`config.mk`:
```
export PLATFORM = sky130hd
export DESIGN_NAME = exec_cluster
export DESIGN_NICKNAME = d
export VERILOG_FILES = /design/src/rtl/exec_pkg.sv /design/src/rtl/exec_lane.sv /design/src/rtl/exec_cluster.sv
export SDC_FILE = /design/constraint.sdc
export NUM_CORES = 2
export LEC_CHECK = 0
export CORE_ASPECT_RATIO = 2
export CORE_MARGIN = 1
export CORE_UTILIZATION = 30
export CTS_CLUSTER_SIZE = 8
export DETAILED_ROUTE_END_ITERATION = 8
export PLACE_DENSITY = 0.45
export SYNTH_ARGS = -nofsm -noshare
export SYNTH_HDL_FRONTEND = slang
export SYNTH_SLANG_ARGS = --single-unit
```
`constraint.sdc`:
```
create_clock -name clk -period 5.2 [get_ports clk]
set_input_delay 0.78 -clock clk [delete_from_list [all_inputs] [get_ports clk]]
set_output_delay 0.78 -clock clk [all_outputs]
set_load 0.005 [all_outputs]
```
`src/rtl/exec_pkg.sv`:
```
// Shared definitions for the execute cluster: opcodes, lane state encoding and
// the single-cycle ALU evaluated at full package width and masked down to xlen.
package exec_pkg;

    localparam int XLEN_MAX = 64;

    localparam logic [3:0] OP_ADD  = 4'b0000;
    localparam logic [3:0] OP_SUB  = 4'b1000;
    localparam logic [3:0] OP_SLL  = 4'b0001;
    localparam logic [3:0] OP_SLT  = 4'b0010;
    localparam logic [3:0] OP_SLTU = 4'b0011;
    localparam logic [3:0] OP_XOR  = 4'b0100;
    localparam logic [3:0] OP_SRL  = 4'b0101;
    localparam logic [3:0] OP_SRA  = 4'b1101;
    localparam logic [3:0] OP_OR   = 4'b0110;
    localparam logic [3:0] OP_AND  = 4'b0111;
    localparam logic [3:0] OP_MUL  = 4'b1001;

    typedef enum logic [1:0] {
        IDLE = 2'd0,
        MUL  = 2'd1,
        FULL = 2'd2
    } lane_state_e;

    // Operands arrive zero-extended; signed ops re-extend from bit xlen-1.
    // MUL and unknown codes yield 0 here (MUL is produced by the lane iterator).
    function automatic logic [XLEN_MAX-1:0] alu_compute(
        input logic [3:0]          op,
        input logic [XLEN_MAX-1:0] a,
        input logic [XLEN_MAX-1:0] b,
        input int                  xlen
    );
        logic [XLEN_MAX-1:0] mask;
        logic [XLEN_MAX-1:0] sa;
        logic [XLEN_MAX-1:0] sb;
        logic [XLEN_MAX-1:0] res;
        logic [5:0]          sh;
        mask = (xlen >= XLEN_MAX) ? '1 : ((64'd1 << xlen) - 64'd1);
        sh   = b[5:0] & 6'(xlen - 1);
        sa   = a[xlen-1] ? (a | ~mask) : (a & mask);
        sb   = b[xlen-1] ? (b | ~mask) : (b & mask);
        res  = '0;
        case (op)
            OP_ADD:  res = a + b;
            OP_SUB:  res = a - b;
            OP_SLL:  res = a << sh;
            OP_SLT:  res[0] = $signed(sa) < $signed(sb);
            OP_SLTU: res[0] = (a & mask) < (b & mask);
            OP_XOR:  res = a ^ b;
            OP_SRL:  res = (a & mask) >> sh;
            OP_SRA:  res = $unsigned($signed(sa) >>> sh);
            OP_OR:   res = a | b;
            OP_AND:  res = a & b;
            default: res = '0;
        endcase
        return res & mask;
    endfunction

endpackage

```
`src/rtl/exec_lane.sv`:
```
// One execute lane: IDLE/MUL/FULL handshake FSM, a one-entry output register
// and an XLEN-cycle shift-add multiplier.
module exec_lane
    import exec_pkg::*;
#(
    parameter int XLEN = 32,
    parameter int RD_W = 5
) (
    input  logic            clk,
    input  logic            rst,
    input  logic            flush,
    input  logic            in_valid,
    output logic            in_ready,
    input  logic [3:0]      in_op,
    input  logic [XLEN-1:0] in_a,
    input  logic [XLEN-1:0] in_b,
    input  logic [RD_W-1:0] in_rd,
    output logic            out_valid,
    input  logic            out_ready,
    output logic [XLEN-1:0] out_result,
    output logic [RD_W-1:0] out_rd
);
    localparam int CNT_W = $clog2(XLEN);

    lane_state_e     r_state;
    lane_state_e     w_state_nxt;
    logic [XLEN-1:0] r_result;
    logic [RD_W-1:0] r_rd;
    logic [XLEN-1:0] r_acc;
    logic [XLEN-1:0] r_mcand;
    logic [XLEN-1:0] r_mplier;
    logic [CNT_W-1:0] r_cnt;

    logic            w_accept;
    logic            w_is_mul;
    logic [XLEN-1:0] w_alu_res;
    logic [XLEN-1:0] w_acc_nxt;

    assign w_accept  = in_valid & in_ready;
    assign w_is_mul  = (in_op == OP_MUL);
    assign w_alu_res = XLEN'(alu_compute(in_op, XLEN_MAX'(in_a), XLEN_MAX'(in_b), XLEN));
    assign w_acc_nxt = r_acc + (r_mplier[0] ? r_mcand : '0);

    always_ff @(posedge clk) begin
        if (rst) r_state <= IDLE;
        else     r_state <= w_state_nxt;
    end

    always_comb begin
        w_state_nxt = r_state;
        if (flush) begin
            w_state_nxt = IDLE;
        end else begin
            case (r_state)
                IDLE: if (w_accept) w_state_nxt = w_is_mul ? MUL : FULL;
                MUL:  if (r_cnt == '0) w_state_nxt = FULL;
                FULL: begin
                    if (out_ready) begin
                        if (w_accept) w_state_nxt = w_is_mul ? MUL : FULL;
                        else          w_state_nxt = IDLE;
                    end
                end
                default: w_state_nxt = IDLE;
            endcase
        end
    end

    // Ready is withheld during rst/flush so nothing is accepted on those edges.
    always_comb begin
        in_ready  = 1'b0;
        out_valid = 1'b0;
        case (r_state)
            IDLE:    in_ready = ~rst & ~flush;
            FULL: begin
                in_ready  = ~rst & ~flush & out_ready;
                out_valid = 1'b1;
            end
            default: in_ready = 1'b0;
        endcase
    end

    always_ff @(posedge clk) begin
        if (rst) begin
            r_result <= '0;
            r_rd     <= '0;
            r_acc    <= '0;
            r_mcand  <= '0;
            r_mplier <= '0;
            r_cnt    <= '0;
        end else if (!flush) begin
            if (w_accept) begin
                r_rd <= in_rd;
                if (w_is_mul) begin
                    r_acc    <= '0;
                    r_mcand  <= in_a;
                    r_mplier <= in_b;
                    r_cnt    <= CNT_W'(XLEN - 1);
                end else begin
                    r_result <= w_alu_res;
                end
            end else if (r_state == MUL) begin
                r_acc    <= w_acc_nxt;
                r_mcand  <= r_mcand << 1;
                r_mplier <= r_mplier >> 1;
                r_cnt    <= r_cnt - 1'b1;
                if (r_cnt == '0) r_result <= w_acc_nxt;
            end
        end
    end

    assign out_result = r_result;
    assign out_rd     = r_rd;

endmodule

```
`src/rtl/exec_cluster.sv`:
```
// Multi-lane execute cluster: NUM_LANES independent exec_lane instances, the
// top level only slices the flat port vectors per lane.
module exec_cluster
    import exec_pkg::*;
#(
    parameter int NUM_LANES = 2,
    parameter int XLEN      = 32,
    parameter int RD_W      = 5
) (
    input  logic                      clk,
    input  logic                      rst,
    input  logic                      flush,
    input  logic [NUM_LANES-1:0]      in_valid,
    output logic [NUM_LANES-1:0]      in_ready,
    input  logic [4*NUM_LANES-1:0]    in_op,
    input  logic [XLEN*NUM_LANES-1:0] in_a,
    input  logic [XLEN*NUM_LANES-1:0] in_b,
    input  logic [RD_W*NUM_LANES-1:0] in_rd,
    output logic [NUM_LANES-1:0]      out_valid,
    input  logic [NUM_LANES-1:0]      out_ready,
    output logic [XLEN*NUM_LANES-1:0] out_result,
    output logic [RD_W*NUM_LANES-1:0] out_rd
);

    for (genvar g = 0; g < NUM_LANES; g++) begin : g_lane
        exec_lane #(
            .XLEN (XLEN),
            .RD_W (RD_W)
        ) u_lane (
            .clk        (clk),
            .rst        (rst),
            .flush      (flush),
            .in_valid   (in_valid[g]),
            .in_ready   (in_ready[g]),
            .in_op      (in_op[4*g +: 4]),
            .in_a       (in_a[XLEN*g +: XLEN]),
            .in_b       (in_b[XLEN*g +: XLEN]),
            .in_rd      (in_rd[RD_W*g +: RD_W]),
            .out_valid  (out_valid[g]),
            .out_ready  (out_ready[g]),
            .out_result (out_result[XLEN*g +: XLEN]),
            .out_rd     (out_rd[RD_W*g +: RD_W])
        );
    end

endmodule

```
* After elaboration in Yosys (flattened, before gate mapping)
Cells that the tools add are included.
Word-level totals: output and inout bits 78, bits in registers 280, bits of input ports 153, logic and storage cells 156
Operators by class: mux-type cells 58, magnitude comparators 4, bitwise operators 13, reductions and logical operators 19, shift operators 6, equal/unequal tests 34, $add $sub $neg 8
Operators by type and width (count):
- two-way mux 32 bit | 28
- case mux 31 bit (8 select lines) | 2
- two-way mux 64 bit | 4
- adder 32 bit | 4
- less-than comparator 64 bit | 2
- >>> shifter 64 x 5 -> 32 bit | 2
- AND 32 bit | 2
- less-than comparator 32 bit | 2
- OR 32 bit | 2
- << shifter 32 x 5 -> 32 bit | 2
- >> shifter 32 x 5 -> 32 bit | 2
- subtractor 32 bit | 2
- XOR 32 bit | 2
- == test 4 x 3 -> 1 bit (second input constant) | 8
- two-way mux 5 bit | 6
- == test 4 bit (second input constant) | 6
- two-way mux 2 bit | 10
- case mux 1 bit (10 select lines) | 2
- == test 4 x 2 -> 1 bit (second input constant) | 4
- != test 2 bit (second input constant) | 6
- case mux 2 bit (3 select lines) | 2
- AND reduction 3 bit | 4
- zero test 5 bit | 2
- subtractor 5 x 1 -> 5 bit (second input constant) | 2
- 14 further kinds | 34

* Logic depth before layout (Yosys ltp)
depth after elaboration 8, gate-level depth with buffers 16, gate-level depth less buffers 15

* By module
Synthesis repeated with hierarchy kept, for this count alone.
Unflattened totals: cell total of the unflattened synthesis 4345, area, all modules 31642.8 µm²
Modules (own cells, without submodules):
- exec_lane (g_lane[1].u_lane) | area each 16156.7 µm², times used 1, cells each 2189
- exec_lane (g_lane[0].u_lane) | area each 15486.1 µm², times used 1, cells each 2156

* Worst setup path after synthesis
Ideal clock, no wire load.
path kind in2reg, start input port in_b[34], end register g_lane[1].u_lane.r_result[21], stages on the path 16, arrival time 4197 ps, setup time 134 ps, slack 870 ps, cells stage by stage clkbuf_1 > inv_2 > buf_2 > clkbuf_1 > ha_1 > o21ai_1 > o21ai_2 > a211oi_2 > o41ai_2 > a31o_2 > o31ai_4 > o21ai_4 > a221oi_2 > a21oi_1 > a2111oi_2 > o22ai_1
Between the ends: longest elaborated chain between the ends 4, elaborated cells on any way between the ends 8, those cells by class 2 x add/sub; 3 x shift; 3 x mux
RTL lines:
- start, declared | line exec_cluster.sv:17 | input logic [XLEN*NUM_LANES-1:0] in_b,
- subtractor 32 bit (tied with other cells) | line exec_pkg.sv:45 | OP_SUB: res = a - b;
- case mux 31 bit (8 select lines) (*) | line exec_pkg.sv:43 | case (op)
- two-way mux 32 bit (*) | line exec_lane.sv:93 | if (w_is_mul) begin
- two-way mux 32 bit (*) | line exec_lane.sv:91 | if (w_accept) begin
- end signal, assigned | line exec_lane.sv:99 | r_result <= w_alu_res;
- end signal, assigned | line exec_lane.sv:106 | if (r_cnt == '0) r_result <= w_acc_nxt;
- end, declared | line exec_lane.sv:27 | logic [XLEN-1:0] r_result;
Every way passes the cells marked *; elsewhere a longest branch is shown, timed or not. The select of a mux whose other input is x is not followed. A chain may end at the register's enable or synchronous reset.

* Worst setup path after layout
start register g_lane[0].u_lane.r_mplier[0], end register g_lane[0].u_lane.r_acc[31]
Between the ends: longest elaborated chain between the ends 4
RTL lines:
- start, declared | line exec_lane.sv:31 | logic [XLEN-1:0] r_mplier;
- start signal, assigned | line exec_lane.sv:96 | r_mplier <= in_b;
- start signal, assigned | line exec_lane.sv:104 | r_mplier <= r_mplier >> 1;
- two-way mux 32 bit | line exec_lane.sv:42 | assign w_acc_nxt = r_acc + (r_mplier[0] ? r_mcand : '0);
- adder 32 bit | line exec_lane.sv:42
- two-way mux 32 bit | line exec_lane.sv:101 | end else if (r_state == MUL) begin
- two-way mux 32 bit | line exec_lane.sv:91
- end signal, assigned | line exec_lane.sv:102 | r_acc <= w_acc_nxt;
- end, declared | line exec_lane.sv:29 | logic [XLEN-1:0] r_acc;
Every way passes these cells. The select of a mux whose other input is x is not followed.

==> metrics <==
status complete, no violations; layout cells sized above 1 around 11%; Starting DRT DRC Count 2,594; die width 232 um; actual slew at the worst max-slew pin 1300 ps; endpoint class of the critical path register; final hold slack between 400 and 500 ps; area delta synth->final 18.9%; Finished Cell Area 0.0377 mm2; clock skew about 34 ps; clock insertion delay at the later pin of the skew report 630 ps; share of the synthesized area in the top cell type 17.7%; Root Driver clkbuf_16; Die H about 460 um; routed len/inst 32.6 um; WS Path Type reg2reg; Post-synth EDFFs 0; Max Fclk 222 MHz; Final HPWL DP 156,000 um; Placed Cells about 6.0k; min-delay worst type reg2reg; Tcrit/Tclk final ~87%; relative slew slack 12.6%; Sum Neg Setup Slack 0 ps; Die ar. 0.107 mm2; leak pwr roughly 15 nW; worst-path cell chain and2_1 -> ha_1 -> a211oi_1 -> o21ai_0 -> a31oi_1 -> o31a_1 -> o21ba_2 -> o21ai_1 -> a311oi_1 -> o21ai_1 -> xnor2_1 -> o21ai_0 -> and2_1; critical path's slowest cell dfxtp_1; Rows 168; Worst Path Max Fanout 21; slowest stage delay, CP roughly 850 ps; metal3 WL between 10,000 and 15,000 um; antenna violations before repair 11; top sig layer met5; via count 36.9k; fin. max-slew vios 0; H-Tree Level Count 2; Hold Fails Final Rpt 0; max-cap violations 0; buffer depth of the longest clock path 3; IO Port Bufs 230; ANT nets after route 0; CTS buffer count 41; power consumption slightly below 0.008 W; Ys Warns 0; I/O pins between 200 and 250; crit path buf inv count 0; syn nets 4,902; area leader, netlist dfxtp_1; dpl cell area 0.0365 mm2; met2 wire len 102,000 um; hold-fix buffer count after cts 0; CTS clock-pin slew for the worst setup and hold paths ~60 ps; syn avg cell area 7.07 um2; router iterations before antenna repair 6; Routed Wire Length between 150,000 and 200,000 um; Post-Layout Cell Count 6,063; synth top area cells dfxtp_1 18%, ha_1 10%, nor2_1 7.1%; TritonCTS clock tree yes; CTS sink cnt 280; total track usage 36.3%; Post-Route M1 WL between 50,000 and 60,000 um; ys async rst share 0%; ys flop type dfxtp_1; Seq/Total Area, Yosys between 15 and 20%; Initial Utilization a little under a third; final net count 5,110; worst vdd rail ir drop 0.213 mV; vias in the first global route 37.8k; Yosys reg bits 280; total core area 0.105 mm2; Syn Std Cell Area 0.0317 mm2; GP Congestion 1.05; global-route wire length before repair 275,000 um; setup bufs post-CTS 0; Worst Path Arrival 5010 ps; largest net degree at the start of global routing 139; CP Data Required Time 5700 ps; RSZ-0062 raised after global routing no; cell family with most CP delay compound AO/OA/AOI/OAI gates; vias per cell 6.09; CP startpoint kind register; DRC 0; # setup viols final 0; synth unique cells 108; Cells after Synth 4,483; P per Cell Area 208 mW/mm2; min Tclk post-route ~4500 ps; post-cts sizing count 0; grt total ovfl 0
flip-flops by register name (all words and copies together) (netlist names):
name / count
g_lane.u_lane.out_rd: 10
g_lane.u_lane.out_result: 64
g_lane.u_lane.r_cnt: 10
g_lane.u_lane.r_mplier: 64
g_lane.u_lane.r_mcand: 64
g_lane.u_lane.r_acc: 64
g_lane.u_lane.r_state: 4
path summary, 6_finish.rpt:
check | from | endpoint | slack [ps] | cells past startpoint
max reg2reg | g_lane[0].u_lane.r_mplier[0] | g_lane[0].u_lane.r_acc[31] | 690 | 13
min | g_lane[1].u_lane.out_rd[1] | g_lane[1].u_lane.out_rd[1] | 450 | 2
max | g_lane[0].u_lane.r_mplier[0] | g_lane[0].u_lane.r_acc[31] | 690 | 13
min reg2reg | g_lane[1].u_lane.out_rd[1] | g_lane[1].u_lane.out_rd[1] | 450 | 2
area by class of cell:
cell class	instances	area [um2]
Multi-Input combinational cell	3636	23900
Clock inverter	3	41.3
Sequential cell	280	5610
Tap cell	1360	1700
Timing Repair Buffer	501	4450
Inverter	231	867
Antenna cell	5	12.5
Clock buffer	47	1070
Fill cell	11300	67000
report_power, final:
group	total, W	internal (W)	leakage [nW]	switching, W
registers	0.00226	0.00221	2.27	0.0000504
clock network	0.00268	0.00143	0.543	0.00124
logic	0.00292	0.000995	12.0	0.00192
total	0.00785	0.00464	14.8	0.00321
per-stage QoR:
| step | worst slack, ps | util, % |
|---|---|---|
| 2_1_floorplan | 870 | - |
| 3_3_place_gp | 377 | 34.9 |
| 3_5_place_dp | 381 | 34.9 |
| 4_1_cts | 631 | 36.0 |
| 5_1_grt | 393 | 36.0 |
| 6_report | 689 | 36.0 |
cells in the mapped netlist, drive strengths merged (28+ instances only):
cell type	instances
inv	225
xor2	30
buf	89
a21o	55
mux4	62
a211oi	70
ha	260
nand3	70
nor3	130
a21oi	401
o21ai	304
mux2i	115
clkbuf	247
o221ai	30
nand2b	40
dfxtp	280
xnor2	44
a22oi	50
o22ai	41
nor2	604
and2	72
a221oi	37
a311oi	139
nand2	579
a31oi	42
o211ai	38
a211o	28
worst register-to-register path, delay by kind of cell, from the launching register on:
kind | cells | cell delay [ps]
DFF | 1 | 850
and+or+nand+nor | 2 | 460
AOI/OAI and AO/OA | 9 | 2520
adders and majority gates | 1 | 260
xor gates and xnor gates | 1 | 310
cell families (layout without fill, tap and decap cells):
family	after synthesis	after routing	synth area share [%]
AOI/OAI and AO/OA	1465	1465	31.5
xor gates and xnor gates	74	74	2.04
adders and majority gates	266	266	10.6
buffers and inverters	567	782	7.09
DFF	280	280	17.7
muxes	194	194	8.64
other	0	5	0
and+or+nand+nor	1637	1637	22.4
layer usage:
layer | vias to the layer above | track usage [%]
li1 | 16700 | -
met3 | 797 | 6.35
met2 | 1753 | 67.9
met5 | - | 0
met1 | 17700 | 30.0
met4 | 6 | 40.4
layout by cell type (no fill, tap or decap), types with 55 or more instances in the layout:
cell type | synthesis | routed
nor2_1 | 603 | 597
nor3_1 | 129 | 124
a211oi_1 | 64 | 64
dfxtp_1 | 280 | 280
nand3_1 | 69 | 69
o21ai_0 | 281 | 279
inv_1 | 220 | 219
ha_1 | 260 | 260
mux4_2 | 62 | 62
and2_1 | 71 | 69
nand2_1 | 578 | 574
buf_4 | 10 | 261
a21oi_1 | 398 | 398
a311oi_1 | 138 | 138
mux2i_1 | 115 | 115
a21o_1 | 55 | 55
clkdlybuf4s50_1 | 0 | 218
(Power assumes the default switching activity.)
